[src/rtl/uart_fifo_controller_if.sv]
// Peripheral bus bundle for the UART: byte address, 32-bit data, write/read strobes.
interface uart_fifo_controller_if;
  logic [3:0]  addr;
  logic [31:0] wdata;
  logic [31:0] rdata;
  logic        we;
  logic        re;

  modport master (output addr, wdata, we, re, input rdata);
  modport slave  (input addr, wdata, we, re, output rdata);
endinterface

[src/rtl/uart_fifo_controller.sv]
// Memory-mapped UART: TX/RX FIFOs, runtime baud divisor, optional parity, 1/2 stop bits,
// oversampled RX with mid-bit sampling, start-bit glitch rejection and a wake pulse.
module uart_fifo_controller #(
  parameter int DEFAULT_DIV = 868,
  parameter int FIFO_DEPTH  = 8,
  parameter int OVERSAMPLE  = 16
) (
  input  logic                   clk,
  input  logic                   rst,
  uart_fifo_controller_if.slave  bus,
  input  logic                   uart_rx,
  output logic                   uart_tx,
  output logic                   wake
);

  localparam int PW = $clog2(FIFO_DEPTH);
  localparam int CW = PW + 1;
  localparam int TW = $clog2(OVERSAMPLE);
  localparam logic [TW-1:0] TK_LAST = TW'(OVERSAMPLE - 1);
  localparam logic [TW-1:0] TK_HALF = TW'(OVERSAMPLE / 2 - 1);

  typedef enum logic [2:0] {S_IDLE, S_START, S_DATA, S_PARITY, S_STOP} state_e;

  // Register decode and configuration
  logic        wr_tx, wr_status, wr_ctrl;
  logic [19:0] ctrl_q;
  logic [15:0] baud_div;
  logic        par_en, par_odd, two_stop, wake_en;
  logic        unused_wdata;

  assign wr_tx     = bus.we && (bus.addr == 4'h0);
  assign wr_status = bus.we && (bus.addr == 4'h8);
  assign wr_ctrl   = bus.we && (bus.addr == 4'hC);
  assign unused_wdata = ^bus.wdata[31:20];

  assign baud_div = ctrl_q[15:0];
  assign par_en   = (ctrl_q[17:16] == 2'b01) || (ctrl_q[17:16] == 2'b10);
  assign par_odd  = (ctrl_q[17:16] == 2'b10);
  assign two_stop = ctrl_q[18];
  assign wake_en  = ctrl_q[19];

  always_ff @(posedge clk) begin
    if (rst)          ctrl_q <= {1'b1, 1'b0, 2'b00, 16'(DEFAULT_DIV)};
    else if (wr_ctrl) ctrl_q <= bus.wdata[19:0];
  end

  // Oversample tick generator; a divisor of 0 behaves as 1
  logic [15:0] div_cnt_q, div_cnt_d, div_m1;
  logic        tick;

  assign div_m1 = (baud_div == 16'd0) ? 16'd0 : baud_div - 16'd1;
  assign tick   = (div_cnt_q == div_m1);

  always_comb begin
    div_cnt_d = div_cnt_q + 16'd1;
    if (wr_ctrl || tick) div_cnt_d = 16'd0;
  end

  always_ff @(posedge clk) begin
    if (rst) div_cnt_q <= 16'd0;
    else     div_cnt_q <= div_cnt_d;
  end

  // TX FIFO
  logic [7:0]    txf_mem [FIFO_DEPTH];
  logic [PW-1:0] txf_wp_q, txf_rp_q;
  logic [CW-1:0] txf_cnt_q;
  logic          txf_full, txf_empty, txf_push, txf_pop, tx_ovf_set;
  logic [7:0]    txf_rd;

  assign txf_full   = (txf_cnt_q == CW'(FIFO_DEPTH));
  assign txf_empty  = (txf_cnt_q == '0);
  assign txf_push   = wr_tx && !txf_full;
  assign tx_ovf_set = wr_tx && txf_full;
  assign txf_rd     = txf_mem[txf_rp_q];

  always_ff @(posedge clk) begin
    if (txf_push) txf_mem[txf_wp_q] <= bus.wdata[7:0];
  end

  always_ff @(posedge clk) begin
    if (rst) begin
      txf_wp_q  <= '0;
      txf_rp_q  <= '0;
      txf_cnt_q <= '0;
    end else begin
      if (txf_push) txf_wp_q <= txf_wp_q + PW'(1);
      if (txf_pop)  txf_rp_q <= txf_rp_q + PW'(1);
      txf_cnt_q <= txf_cnt_q + CW'(txf_push) - CW'(txf_pop);
    end
  end

  // TX FSM
  state_e        tx_state_q, tx_state_d;
  logic [TW-1:0] tx_tk_q, tx_tk_d;
  logic [2:0]    tx_bit_q, tx_bit_d;
  logic          tx_stop2_q, tx_stop2_d;
  logic [7:0]    tx_sh_q, tx_sh_d;
  logic          tx_q, tx_d;
  logic          tx_busy;

  assign tx_busy = !txf_empty || (tx_state_q != S_IDLE);
  assign uart_tx = tx_q;

  always_comb begin
    tx_state_d = tx_state_q;
    tx_tk_d    = tx_tk_q;
    tx_bit_d   = tx_bit_q;
    tx_stop2_d = tx_stop2_q;
    tx_sh_d    = tx_sh_q;
    tx_d       = tx_q;
    txf_pop    = 1'b0;
    if (tick) begin
      case (tx_state_q)
        S_IDLE: begin
          if (!txf_empty) begin
            txf_pop    = 1'b1;
            tx_sh_d    = txf_rd;
            tx_d       = 1'b0;
            tx_tk_d    = '0;
            tx_state_d = S_START;
          end
        end
        default: begin
          if (tx_tk_q != TK_LAST) begin
            tx_tk_d = tx_tk_q + TW'(1);
          end else begin
            tx_tk_d = '0;
            case (tx_state_q)
              S_START: begin
                tx_state_d = S_DATA;
                tx_bit_d   = 3'd0;
                tx_d       = tx_sh_q[0];
              end
              S_DATA: begin
                if (tx_bit_q == 3'd7) begin
                  if (par_en) begin
                    tx_state_d = S_PARITY;
                    tx_d       = par_odd ? ~^tx_sh_q : ^tx_sh_q;
                  end else begin
                    tx_state_d = S_STOP;
                    tx_stop2_d = 1'b0;
                    tx_d       = 1'b1;
                  end
                end else begin
                  tx_bit_d = tx_bit_q + 3'd1;
                  tx_d     = tx_sh_q[tx_bit_q + 3'd1];
                end
              end
              S_PARITY: begin
                tx_state_d = S_STOP;
                tx_stop2_d = 1'b0;
                tx_d       = 1'b1;
              end
              S_STOP: begin
                if (two_stop && !tx_stop2_q) begin
                  tx_stop2_d = 1'b1;
                end else if (!txf_empty) begin
                  // back-to-back frame: no idle gap after the stop bit
                  txf_pop    = 1'b1;
                  tx_sh_d    = txf_rd;
                  tx_d       = 1'b0;
                  tx_state_d = S_START;
                end else begin
                  tx_state_d = S_IDLE;
                  tx_d       = 1'b1;
                end
              end
              default: begin
                tx_state_d = S_IDLE;
                tx_d       = 1'b1;
              end
            endcase
          end
        end
      endcase
    end
  end

  always_ff @(posedge clk) begin
    if (rst) begin
      tx_state_q <= S_IDLE;
      tx_tk_q    <= '0;
      tx_bit_q   <= 3'd0;
      tx_stop2_q <= 1'b0;
      tx_q       <= 1'b1;
    end else begin
      tx_state_q <= tx_state_d;
      tx_tk_q    <= tx_tk_d;
      tx_bit_q   <= tx_bit_d;
      tx_stop2_q <= tx_stop2_d;
      tx_q       <= tx_d;
    end
  end

  always_ff @(posedge clk) begin
    tx_sh_q <= tx_sh_d;
  end

  // RX synchronizer and FSM
  logic          rx_meta_q, rx_s_q;
  state_e        rx_state_q, rx_state_d;
  logic [TW-1:0] rx_tk_q, rx_tk_d;
  logic [2:0]    rx_bit_q, rx_bit_d;
  logic [7:0]    rx_sh_q, rx_sh_d;
  logic          rx_par_q, rx_par_d;
  logic          rx_done, wake_d, wake_q;
  logic          rx_ferr, rx_perr;

  assign rx_ferr = !rx_s_q;
  assign rx_perr = par_en && (rx_par_q != (par_odd ? ~^rx_sh_q : ^rx_sh_q));
  assign wake    = wake_q;

  always_comb begin
    rx_state_d = rx_state_q;
    rx_tk_d    = rx_tk_q;
    rx_bit_d   = rx_bit_q;
    rx_sh_d    = rx_sh_q;
    rx_par_d   = rx_par_q;
    rx_done    = 1'b0;
    wake_d     = 1'b0;
    if (tick) begin
      case (rx_state_q)
        S_IDLE: begin
          if (!rx_s_q) begin
            rx_state_d = S_START;
            rx_tk_d    = '0;
          end
        end
        S_START: begin
          if (rx_tk_q == TK_HALF) begin
            rx_tk_d = '0;
            if (!rx_s_q) begin
              rx_state_d = S_DATA;
              rx_bit_d   = 3'd0;
              wake_d     = wake_en;
            end else begin
              rx_state_d = S_IDLE;
            end
          end else begin
            rx_tk_d = rx_tk_q + TW'(1);
          end
        end
        default: begin
          if (rx_tk_q != TK_LAST) begin
            rx_tk_d = rx_tk_q + TW'(1);
          end else begin
            rx_tk_d = '0;
            case (rx_state_q)
              S_DATA: begin
                rx_sh_d = {rx_s_q, rx_sh_q[7:1]};
                if (rx_bit_q == 3'd7) rx_state_d = par_en ? S_PARITY : S_STOP;
                else                  rx_bit_d   = rx_bit_q + 3'd1;
              end
              S_PARITY: begin
                rx_par_d   = rx_s_q;
                rx_state_d = S_STOP;
              end
              default: begin
                rx_done    = 1'b1;
                rx_state_d = S_IDLE;
              end
            endcase
          end
        end
      endcase
    end
  end

  always_ff @(posedge clk) begin
    if (rst) begin
      rx_meta_q  <= 1'b1;
      rx_s_q     <= 1'b1;
      rx_state_q <= S_IDLE;
      rx_tk_q    <= '0;
      rx_bit_q   <= 3'd0;
      wake_q     <= 1'b0;
    end else begin
      rx_meta_q  <= uart_rx;
      rx_s_q     <= rx_meta_q;
      rx_state_q <= rx_state_d;
      rx_tk_q    <= rx_tk_d;
      rx_bit_q   <= rx_bit_d;
      wake_q     <= wake_d;
    end
  end

  always_ff @(posedge clk) begin
    rx_sh_q  <= rx_sh_d;
    rx_par_q <= rx_par_d;
  end

  // RX FIFO: entries are {ferr, perr, data}
  logic [9:0]    rxf_mem [FIFO_DEPTH];
  logic [PW-1:0] rxf_wp_q, rxf_rp_q;
  logic [CW-1:0] rxf_cnt_q;
  logic          rxf_full, rxf_empty, rxf_push, rxf_pop, rx_ovr_set;
  logic [9:0]    rxf_rd;

  assign rxf_full   = (rxf_cnt_q == CW'(FIFO_DEPTH));
  assign rxf_empty  = (rxf_cnt_q == '0);
  assign rxf_push   = rx_done && !rxf_full;
  assign rx_ovr_set = rx_done && rxf_full;
  assign rxf_pop    = bus.re && (bus.addr == 4'h4) && !rxf_empty;
  assign rxf_rd     = rxf_mem[rxf_rp_q];

  always_ff @(posedge clk) begin
    if (rxf_push) rxf_mem[rxf_wp_q] <= {rx_ferr, rx_perr, rx_sh_q};
  end

  always_ff @(posedge clk) begin
    if (rst) begin
      rxf_wp_q  <= '0;
      rxf_rp_q  <= '0;
      rxf_cnt_q <= '0;
    end else begin
      if (rxf_push) rxf_wp_q <= rxf_wp_q + PW'(1);
      if (rxf_pop)  rxf_rp_q <= rxf_rp_q + PW'(1);
      rxf_cnt_q <= rxf_cnt_q + CW'(rxf_push) - CW'(rxf_pop);
    end
  end

  // Sticky flags (set beats same-cycle clear) and registered read port
  logic        tx_ovf_q, tx_ovf_d, rx_ovr_q, rx_ovr_d;
  logic [31:0] rdata_q, rd_val;

  assign tx_ovf_d  = (tx_ovf_q && !(wr_status && bus.wdata[5])) || tx_ovf_set;
  assign rx_ovr_d  = (rx_ovr_q && !(wr_status && bus.wdata[4])) || rx_ovr_set;
  assign bus.rdata = rdata_q;

  always_comb begin
    rd_val = 32'd0;
    case (bus.addr)
      4'h4:    rd_val = rxf_empty ? 32'd0 : {22'd0, rxf_rd};
      4'h8:    rd_val = {26'd0, tx_ovf_q, rx_ovr_q, rxf_full, txf_full, !rxf_empty, tx_busy};
      4'hC:    rd_val = {12'd0, ctrl_q};
      default: rd_val = 32'd0;
    endcase
  end

  always_ff @(posedge clk) begin
    if (rst) begin
      tx_ovf_q <= 1'b0;
      rx_ovr_q <= 1'b0;
      rdata_q  <= 32'd0;
    end else begin
      tx_ovf_q <= tx_ovf_d;
      rx_ovr_q <= rx_ovr_d;
      if (bus.re) rdata_q <= rd_val;
    end
  end

endmodule

[src/flat_wrapper.sv]
// flat-port wrapper written by rule: the top's interface ports become plain ports
module uart_fifo_controller_flat 
#(
  parameter int DEFAULT_DIV = 868,
  parameter int FIFO_DEPTH  = 8,
  parameter int OVERSAMPLE  = 16
)
  (clk, rst, uart_rx, uart_tx, wake, bus_addr, bus_wdata, bus_we, bus_re, bus_rdata);
  uart_fifo_controller_if bus_i ();
  input  logic clk;
  input  logic rst;
  input  logic uart_rx;
  output logic uart_tx;
  output logic wake;
  input wire logic [$bits(bus_i.addr)-1:0] bus_addr;
  input wire logic [$bits(bus_i.wdata)-1:0] bus_wdata;
  input wire logic [$bits(bus_i.we)-1:0] bus_we;
  input wire logic [$bits(bus_i.re)-1:0] bus_re;
  output wire logic [$bits(bus_i.rdata)-1:0] bus_rdata;
  assign bus_i.addr = bus_addr;
  assign bus_i.wdata = bus_wdata;
  assign bus_i.we = bus_we;
  assign bus_i.re = bus_re;
  assign bus_rdata = bus_i.rdata;
  uart_fifo_controller #(.DEFAULT_DIV(DEFAULT_DIV), .FIFO_DEPTH(FIFO_DEPTH), .OVERSAMPLE(OVERSAMPLE)) u_core (.clk(clk), .rst(rst), .bus(bus_i), .uart_rx(uart_rx), .uart_tx(uart_tx), .wake(wake));
endmodule
[config.mk]
export PLATFORM = sky130hd
export DESIGN_NAME = uart_fifo_controller_flat
export DESIGN_NICKNAME = d
export VERILOG_FILES = /design/src/rtl/uart_fifo_controller_if.sv /design/src/rtl/uart_fifo_controller.sv /design/src/flat_wrapper.sv
export SDC_FILE = /design/constraint.sdc
export NUM_CORES = 1
export LEC_CHECK = 0
export BUFFER_PORTS_ARGS = -buffer_cell sky130_fd_sc_hd__buf_4
export CORE_UTILIZATION = 57
export CTS_BUF_LIST = sky130_fd_sc_hd__clkbuf_2
export DETAILED_ROUTE_END_ITERATION = 8
export PLACE_DENSITY = 0.83
export SYNTH_ARGS = -nofsm -noshare
export SYNTH_HDL_FRONTEND = slang
export SYNTH_SLANG_ARGS = --single-unit
[constraint.sdc]
create_clock -name clk -period 5.35 [get_ports clk]
set_input_delay 0.535 -clock clk [delete_from_list [all_inputs] [get_ports clk]]
set_output_delay 0.535 -clock clk [all_outputs]
set_load 0.005 [all_outputs]
# Word level (Yosys, flattened, before mapping)
# Memories as Yosys holds them, arrays and structs flattened. A register that Yosys moved wholly into a read port is not among the register bits.
# Cells that the tools add are included.
[word_totals]
output_inout_bits = 34
mem_bits_rw = 144
mem_count = 2
reg_bits = 132
[classes]
bitwise_logic = 8
n_reduce_logical = 58
n_eq_ne = 37
magnitude_cmp = 1
n_mux = 72
addsub = 14
[memory_table]
columns = ["name", "depth", "width", "rd", "rd_clocked_by_memory_dff", "wr", "line_no", "text"]
rows = [
  ["u_core.rxf_mem", 8, 10, 1, 1, 1, "uart_fifo_controller.sv:294", "logic [9:0] rxf_mem [FIFO_DEPTH];"],
  ["u_core.txf_mem", 8, 8, 1, 1, 1, "uart_fifo_controller.sv:65", "logic [7:0] txf_mem [FIFO_DEPTH];"],
]
[op_table]
columns = ["operator", "n"]
rows = [
  ["32-bit one-hot mux with 3 select lines", 1],
  ["3-bit 2-to-1 mux", 20],
  ["8-bit 2-to-1 mux", 5],
  ["1-bit 2-to-1 mux", 28],
  ["4-bit 2-to-1 mux", 6],
  ["3-bit one-hot mux with 2 select lines", 4],
  ["3-bit by 1-bit adder with 3-bit output, second input constant", 6],
  ["2-bit != test, second input constant", 9],
  ["16-bit by 1-bit adder with 16-bit output, second input constant", 1],
  ["16-bit equality test", 1],
  ["4-bit equality test, second input constant", 4],
  ["16-bit zero test", 1],
  ["16-bit 2-to-1 mux", 1],
  ["4-bit AND reduction", 4],
  ["8-bit XNOR reduction", 2],
  ["8-bit parity", 2],
  ["16-bit by 1-bit subtractor with 16-bit output, second input constant", 1],
  ["1-bit logical AND", 15],
  ["5-bit AND reduction", 3],
  ["7-bit AND reduction", 2],
  ["3-bit by 2-bit equality test with 1-bit output, second input constant", 4],
  ["4-bit zero test", 3],
  ["3-bit one-hot mux with 4 select lines", 1],
  ["10-bit 2-to-1 mux", 1],
  ["other kinds (28)", 65],
]

# Logic depth before layout (Yosys ltp)
# Gate-level depths: netlist (run 1).
[logic_depth]
word_depth = 9
mapped_depth = 18
ltp_nobuf = 16

# Worst setup path before layout (run 1)
# No wires, ideal clock.
[synth_path]
kind = "register -> register"
from = "register u_core.ctrl_q[2]"
to = "memory u_core.rxf_mem[3][0] (enable)"
path_slack_ns = 1.464
path_stages_with_launch = 11
setup_ns = 0.404
n_path_buf = 1
synth_period_minus_slack_ns = 3.886
required_ns = 4.946
arrival_ns = 3.482
path_cell_list = "dfxtp_1 buf_2 or4_1 or4_1 nand3_1 o2111ai_1 nor4_4 nand3_4 nor2_1 nand2_1 nor4_1"
[synth_via]
elab_chain_cells = 7
[synth_rtl]
columns = ["element", "line_no", "text"]
rows = [
  ["start: declaration", "uart_fifo_controller.sv:26", "logic [19:0] ctrl_q;"],
  ["start signal: assignment", "uart_fifo_controller.sv:43", "if (rst) ctrl_q <= {1'b1, 1'b0, 2'b00, 16'(DEFAULT_DIV)};"],
  ["start signal: assignment", "uart_fifo_controller.sv:44", "else if (wr_ctrl) ctrl_q <= bus.wdata[19:0];"],
  ["16-bit by 1-bit subtractor with 16-bit output / 16-bit zero test (equally long branches)", "uart_fifo_controller.sv:51", "assign div_m1 = (baud_div == 16'd0) ? 16'd0 : baud_div - 16'd1;"],
  ["16-bit 2-to-1 mux *", "uart_fifo_controller.sv:51", ""],
  ["16-bit equality test *", "uart_fifo_controller.sv:52", "assign tick = (div_cnt_q == div_m1);"],
  ["1-bit 2-to-1 mux *", "uart_fifo_controller.sv:222", "if (tick) begin"],
  ["1-bit logical AND *", "uart_fifo_controller.sv:302", "assign rxf_push = rx_done && !rxf_full;"],
  ["1-bit 2-to-1 mux *", "uart_fifo_controller.sv:308", "if (rxf_push) rxf_mem[rxf_wp_q] <= {rx_ferr, rx_perr, rx_sh_q};"],
  ["1-bit 2-to-1 mux (implied by the code) *", "uart_fifo_controller.sv:308", ""],
  ["end: declaration", "uart_fifo_controller.sv:294", ""],
]
# Every way passes the cells marked *; elsewhere a longest branch is shown, timed or not.

# Worst setup path in the final report (run 1)
[layout_path]
from = "register u_core.ctrl_q[0]"
to = "register u_core.txf_cnt_q[1]"
[layout_via]
elab_chain_cells = 5
[layout_rtl]
columns = ["element", "line_no", "text"]
rows = [
  ["16-bit by 1-bit subtractor with 16-bit output / 16-bit zero test (equally long branches)", "uart_fifo_controller.sv:51", ""],
  ["16-bit 2-to-1 mux *", "uart_fifo_controller.sv:51", ""],
  ["16-bit equality test *", "uart_fifo_controller.sv:52", ""],
  ["1-bit 2-to-1 mux *", "uart_fifo_controller.sv:113", "if (tick) begin"],
  ["net u_core.txf_pop", "uart_fifo_controller.sv:68", "logic txf_full, txf_empty, txf_push, txf_pop, tx_ovf_set;"],
  ["4-bit by 1-bit subtractor with 4-bit output *", "uart_fifo_controller.sv:89", "txf_cnt_q <= txf_cnt_q + CW'(txf_push) - CW'(txf_pop);"],
  ["end signal: assignment", "uart_fifo_controller.sv:89", ""],
  ["end: declaration", "uart_fifo_controller.sv:67", "logic [CW-1:0] txf_cnt_q;"],
]
# Mark *: on every way through the listed nets, which the timed path passes. The rest lies on a longest branch.
# A chain may end at the register's enable or synchronous reset.

==> results.txt, run 1 <==
The run finished with clean final reports. The tree is rooted in a clkbuf_2. The setup TNS after final layout came out at 0 ps. Global routing consumed, over all layers together, 23.4% of the routing resources.

The portion of synthesized cell area occupied by the leading cell type came out at 40.1%. In this run the mean area of a mapped cell was 12.0 µm². The placeable core region is 20500 µm². The instance count along the most critical hold path is 4. Derived from the worst setup path, the maximum achievable clock frequency is 216 MHz. The number of synthesized register bits is 270. In this run the critical register-to-register path is launched from u_core.ctrl_q[0]. Leaving out fill and tap cells, the most frequent cells in the layout are edfxtp_1 (161), dfxtp_1 (109), clkbuf_2 (99), nand2_1 (83), nor2_1 (73). The highest cell delay on the worst timing path came out at 600 ps. The wire length of the first global-routing pass is 39600 µm.

The worst hold slack is 68.1 ps. The worst setup path is of the register to register kind. For this design the top-level I/O count stands at 75. The final count of hold timing violations is 0. Counting the buffers created by CTS gives 69.

The final weighted congestion in routability-driven placement is 0.877. Across the run, the number of max-cap violations was 0. The number of flops mapped to enable cells by yosys came out at 161. The combinational power share came out at 2.7%. Of the cells placed in the final design, the portion with a size suffix greater than 1 is 20.6%.

The average wire per cell in the routed design came out at 17.2 µm. Setup slack on the worst reg-to-reg path comes out at 730 ps. For this run, design rule violations remaining after detail routing come to 0. The cell seen most often among critical-path stages is ha_1. Prior to clock tree synthesis, the placed netlist has a worst setup slack of 878 ps. The worst setup path is launched from a register. In the synthesized netlist the dominant register cell turns out to be edfxtp_1. The detailed router finished its first iteration with 610 violations. The count of buffers added on input and output ports is 50. Summing over every cut layer, the via total after detailed routing is 8199. The signal on the critical path passes through inv_1, ha_1, nor4b_1, nand4_1, o221a_2, nor2_1, a31o_2, o2111ai_1, nor3_1, ha_1, inv_1, ha_1, fa_1, nor2b_1. The gate count after technology mapping is 1003.

The data required time of the worst path came out at 6000 ps. Dividing total power by cell area gives a power density of 275 nW/µm². The number of antenna violations at the first check in global routing is 2. The biggest area contributor in the post-synthesis netlist is edfxtp_1. The clock power share came out at 38.0%.

The net switching power figure came out at 0.000884 W. Counting every sink on the clock net gives 270. The number of global-route vias before repair is 8046. The shortest period the worst path allows came out at 4620 ps. STA classifies the critical path endpoint as a register. Clock skew on the completed layout was measured at 79.5 ps. The register share of total power is 59.3%. The initial cell density of the core came out at 58.9%. IR analysis of the VDD net gives a maximum drop of 185 µV. Compared with the post-synthesis result, the final layout area differs by 12.1%. The placed instance count came out at 1288. The post-DP HPWL is 16400 µm. In this run the static leakage power is 4.70 nW. The detail route stage leaves a number of antenna-violating nets equal to 0. Entering global routing, the biggest net connects 81 pins. The cell at the slowest stage of the critical path is nor3_1. The area enclosed by the die boundary is 21700 µm². The proportion of synthesized flip-flops having asynchronous set or reset is 0%.

The switching share of total power came out at 23.8%. TritonCTS built the clock tree. Of all nets on the critical path, the largest fanout is 8. The initialized floorplan defines 52 standard-cell rows. Measured in cells, the most critical reg-to-reg path has a length of 14. The number of standard cells in the final layout excluding fillers came out at 1432.

The clock insertion delay at the later pin of the skew report is 840 ps. The internal power consumption is 0.00283 W. The number of levels in the clock H-tree is 3.

In this run the post-CTS setup repair buffer count came out at 0. The sequential-to-total area share from yosys stat came out at 58.2%. Headroom to the max-slew limit came out at 29.3%.

The worst hold path belongs to the class input port to register. The final-report max-slew violation count was 0. The synthesized netlist contains 63 unique library cells. The destination of the worst register-to-register timing path is u_core.txf_cnt_q[1]. Once the clock tree was built, the resizer swapped 0 gates to a different size. The detailed-route vias per instance came out at 5.73. The final setup violation count came out at 0. The final layout contains routed wiring with a total length of 24600 µm. The actual transition at the worst max-transition pin came out at 1050 ps.

The library cell used most frequently in the layout, excluding fill and tap cells, is edfxtp_1. Clock-pin slew was measured on the worst setup and hold paths at 110 ps. Before antenna repair, the detailed router went through 5 iterations.

During synthesis, Yosys emitted a total of 0 warnings. The final critical path takes up 86.4% of the cycle. Ranked by total cell area, the synthesized netlist is headed by edfxtp_1 (40%), dfxtp_1 (18%), mux4_2 (7.1%). The aggregate global routing overflow came out at 0. The clock passes through at most 3 buffers. The chip width came out at 147 µm. Setup repair after global routing left no endpoint under its margin. In the final design database the tool counted 1180 nets.

For hold timing, the worst endpoint is u_core.tx_ovf_q. After layout, the worst setup slack is 729 ps. The post-synthesis cell area is 12100 µm². The worst hold path begins at bus_addr[3]. In this run the vertical extent of the chip is 147 µm. The data arrival at the endpoint of the critical path is 5270 ps.
-- how the worst max path moves through the flow --
stage                          start                   end  slack [ps]  depth (start not counted)
floorplan           u_core.ctrl_q[2]  u_core.rxf_mem[3][0]        1460                         10
global placement    u_core.ctrl_q[0]   u_core.txf_cnt_q[1]         930                         14
detailed placement  u_core.ctrl_q[0]   u_core.txf_cnt_q[1]         880                         14
CTS                 u_core.ctrl_q[0]   u_core.txf_cnt_q[1]         810                         14
global route        u_core.ctrl_q[0]   u_core.txf_cnt_q[2]         220                         15
finish              u_core.ctrl_q[0]   u_core.txf_cnt_q[1]         730                         14
-- repair_timing --
item | 4_1_cts | 5_1_grt
endpoints found under the hold margin | 87 | 0
setup endpoints to repair | 0 | 0
hold buffers | 22 | 0
-- cell families (layout without fill, tap and decap cells) --
| group | after synthesis | after routing | synth area share (%) |
|---|---|---|---|
| simple gates | 337 | 337 | 14.6 |
| flops | 270 | 270 | 58.2 |
| compound gates | 149 | 149 | 7.15 |
| buf+inv | 97 | 243 | 3.49 |
| mux | 69 | 69 | 9.76 |
| xor+xnor | 52 | 52 | 3.78 |
| fa+ha+maj | 28 | 28 | 3.03 |
| other cells | 1 | 14 | 0.0311 |
-- power by group through the flow --
stage	sequential, W	clock [W]	combinational (W)
after floorplan	0.00224	0	0.0000578
after global placement	0.00225	0	0.0000865
after detailed placement	0.00225	0	0.0000879
after CTS	0.00220	0.00144	0.000101
after global routing	0.00220	0.00155	0.000110
final	0.00220	0.00141	0.000101
-- state kept, by name, summed over array words and instances, names as in the netlist, 3 cells and up, named ones only --
signal / cells
u_core.bus.rdata: 20
u_core.ctrl_q: 20
u_core.div_cnt_q: 16
u_core.rx_bit_q: 3
u_core.rx_sh_q: 8
u_core.rx_state_q: 3
u_core.rx_tk_q: 4
u_core.rxf_cnt_q: 4
u_core.rxf_mem: 80
u_core.rxf_rp_q: 3
u_core.rxf_wp_q: 3
u_core.tx_bit_q: 3
u_core.tx_sh_q: 8
u_core.tx_state_q: 3
u_core.tx_tk_q: 4
u_core.txf_cnt_q: 4
u_core.txf_mem: 64
u_core.txf_rp_q: 3
u_core.txf_wp_q: 3
-- worst max-delay path: cells and delay by family, from the launching register on --
kind	cells	cell delay [ps]
flip-flops	1	370
AND/OR/NAND/NOR	5	1840
buffers and inverters	2	210
AO/OA/AOI/OAI	3	900
adder cells (fa/ha/maj)	4	1100
-- per-layer routing --
metal | up-vias | part of all wire (%) | GRT usage, %
met3 | 56 | 6.4 | 5.43
li1 | 3910 | - | -
met1 | 3976 | 42 | 29.9
met2 | 257 | 49 | 38.2
met5 | - | 0 | 0
met4 | 0 | 2.9 | 10.6
-- area by class of cell --
cell class	instances	area (µm²)
clock inverters	21	146
inverters	37	139
flip-flops and latches	270	7020
diodes	2	5.00
multi-input cells	647	4680
repair buffers	86	701
well taps	270	338
clock buffers	99	495
fillers	1512	6970
-- cell usage after synthesis, drive strengths merged (3+ instances only) --
cell type / instances
o21ai: 44
o22ai: 3
buf: 21
mux4: 38
xnor2: 37
nand2b: 14
nor2b: 19
ha: 26
clkbuf: 39
or3: 5
or4: 5
nor2: 73
mux2: 9
inv: 37
mux2i: 22
a21oi: 67
nor4: 19
a21o: 4
nand4b: 3
nand4: 10
nor3: 18
or2: 5
xor2: 15
nand3b: 4
a22oi: 4
nand3: 48
edfxtp: 161
and3: 12
nand2: 84
nor3b: 6
and2: 6
dfxtp: 109
o31ai: 5
-- through the flow --
stage | cell area (µm²) | utilization, % | power, W
floorplan | 12100 | - | 0.00230
global placement | 12700 | 61.7 | 0.00233
detailed placement | 12700 | 61.7 | 0.00234
CTS | 13500 | 65.9 | 0.00374
global route | 13500 | 66.0 | 0.00386
finish | 13500 | 66.0 | 0.00371
Note: power is estimated with default switching activity, not from simulation.
==> run 2, diff against run 1 <==
--- a/config.mk
+++ b/config.mk
@@ -6,10 +6,12 @@
 export NUM_CORES = 1
 export LEC_CHECK = 0
 export BUFFER_PORTS_ARGS = -buffer_cell sky130_fd_sc_hd__buf_4
-export CORE_UTILIZATION = 57
+export CAP_MARGIN = 25
+export CORE_UTILIZATION = 60
 export CTS_BUF_LIST = sky130_fd_sc_hd__clkbuf_2
+export CTS_CLUSTER_DIAMETER = 100
 export DETAILED_ROUTE_END_ITERATION = 8
-export PLACE_DENSITY = 0.83
+export PLACE_DENSITY = 0.86
 export SYNTH_ARGS = -nofsm -noshare
 export SYNTH_HDL_FRONTEND = slang
 export SYNTH_SLANG_ARGS = --single-unit
==> results.txt, run 2 (same netlist as run 1, synthesis figures left out) <==
The first-pass iteration count of the detailed router is 6. After clock tree synthesis, the clock-pin slew on the worst setup and hold paths is 110 ps. Leaving out fill and tap cells, the most frequent cells in the layout are edfxtp_1 (161), dfxtp_1 (109), clkbuf_2 (91), nand2_1 (83), nor2_1 (73). The leakage power is 4.70 nW. The kind of path behind the tightest hold check is input port to register. The max-cap check violation count came out at 0. The final weighted congestion in routability-driven placement is 0.889. Leaving out fill and tap cells, the most frequent cell in the layout is edfxtp_1. In this run the remaining antenna-violating nets after routing total 0. The final-report max-slew violation count came out at 0.

The net count of the finished layout is 1177. The power density relative to cell area is 278 nW/µm². Setup repair after global routing left no endpoint under its margin.

At the pin with the least slew margin, the transition time is 895 ps. The chip width is 144 µm. The post-DP HPWL is 17400 µm. The flow ran to the end, and the final reports show no timing, DRC or antenna violations. STA classifies the critical path endpoint as a register. The worst relative slew slack is 40.3%. The top-level I/O count is 75. The total routing usage reported by global routing came out at 26.4%. The largest driver fanout on the critical path came out at 8.

Signal routing reaches up to met4. The height of the die came out at 144 µm. In the final layout, the registers with the most flip-flops are u_core.rxf_mem: 80 flops, u_core.txf_mem: 64 flops. The critical path in this run is classified as register to register.

The floorplan has 51 rows. The maximum number of buffers from clock root to sink is 3. At the worst endpoint, the arrival time is 5000 ps. The detailed route wirelength on metal3 is 2000 µm. The total vias in the final route came out at 8428. The top achievable clock speed came out at 229 MHz. The detailed-route vias per instance came out at 5.93. The sum of met2 wire segment lengths after detailed routing came out at 12800 µm. The average wire per cell in the routed design came out at 18.4 µm.

The floorplan step defined a die boundary enclosing 20700 µm². The final setup violation count came out at 0. The total clock buffers created by CTS is 66. The register with the most flip-flops in the final layout is u_core.rxf_mem.

Of the cells placed in the final design, the portion with a size suffix greater than 1 is 20.1%. The number of gates resized after cts is 0. The shortest period the worst path allows came out at 4360 ps. At the later pin of the worst-skew pair, clock insertion delay measures 830 ps. The count of buffers added on input and output ports is 50. Summed over all layers, the global routing overflow is 0. For this block, wires on met1 add up to 10200 µm. At the worst endpoint, the required time is 5990 ps. The number of global-route vias before repair came to 8368. The CTS root buffer is clkbuf_2. The final cycle utilization of the critical path is 81.6%. The number of levels in the clock H-tree is 3. The wire length of the first global-routing pass is 41400 µm. The initial cell density of the core is 61.6%. The initial detailed-routing violation count came out at 857.

The filler cells instantiated in the layout total 1335. The number of flip-flops under the largest register name came out at 80. The number of antenna violations at the first check in global routing is 2. Clock skew on the completed layout was measured at 66.1 ps. The setup TNS after final layout came out at 0 ps. The final count of hold timing violations is 0. Hold is met by 49.6 ps. TritonCTS built the clock tree.

Across the VDD grid, the largest voltage drop is 227 µV. The residual DRC count came out at 0. The placeable core region came out at 19600 µm². The area growth from synthesis to layout is 12.3%. The largest net degree at the start of global routing is 81. The CTS sink count came out at 270. Wires add up to 26100 µm. The nature of the critical path startpoint is a register.
[run 2: cell count changes in the layout (fill, tap and decap cells not counted), sizes merged]
| cell | previous run | this run |
|---|---|---|
| clkbuf | 99 | 91 |
| clkinv | 14 | 18 |
| bufinv | 2 | 4 |
| clkinvlp | 3 | 1 |
| buf | 64 | 65 |
| dlygate4sd3 | 22 | 21 |
| inv | 39 | 38 |
[run 2: what timing repair did]
action,4_1_cts,5_1_grt
buffers inserted,0,0
hold endpoints to repair,81,0
hold buffers,21,0
[run 2: per-layer routing]
metal | GRT usage (%) | vias to the layer above
li1 | - | 3895
met1 | 32.8 | 4050
met2 | 43.0 | 388
met3 | 5.86 | 95
met4 | 14.9 | 0
met5 | 0 | -
[run 2: cell type report]
class	instances	area [µm²]	area share, %
flip-flops and latches	270	7020	51.8
multi-input cells	647	4680	34.6
clock buffers	91	455	3.36
inverters	37	139	1.03
repair buffers	86	711	5.25
diodes	2	5.00	0.0370
well taps	265	332	2.45
clock inverters	24	204	1.51
[run 2: worst paths after layout]
check | startpoint | endpoint | slack [ps] | cells after the start
setup / recovery | u_core.ctrl_q[0] | u_core.rxf_cnt_q[2] | 990 | 14
hold / removal | bus_wdata[8] | u_core.ctrl_q[8] | 50 | 3
setup reg to reg | u_core.ctrl_q[0] | u_core.rxf_cnt_q[2] | 990 | 14
hold reg to reg | u_core.rx_meta_q | u_core.rx_s_q | 430 | 1
[run 2: metrics by stage]
step	power, W	util, %	area, µm²	instances	worst slack [ps]
2_1_floorplan	0.00230	-	12100	1014	1460
3_3_place_gp	0.00233	64.4	12600	1280	1140
3_5_place_dp	0.00234	64.6	12700	1283	1030
4_1_cts	0.00379	69.1	13500	1419	1000
5_1_grt	0.00389	69.1	13500	1422	610
6_report	0.00376	69.1	13500	1422	986
[run 2: worst max-delay path: stages, from the launching register on]
cell,delay (ps)
dfxtp_1,380
inv_1,180
ha_1,170
nor4b_1,540
nand4_1,440
nand2_1,170
mux2i_1,120
nor4_4,390
nand3_4,210
nor3_1,650
ha_1,290
inv_1,60
fa_1,380
xor2_1,160
nor2_1,50
[run 2: report_power, final]
part           internal [W]  switching, W
clock              0.000655      0.000806
combinational     0.0000419     0.0000601
sequential          0.00219     0.0000105
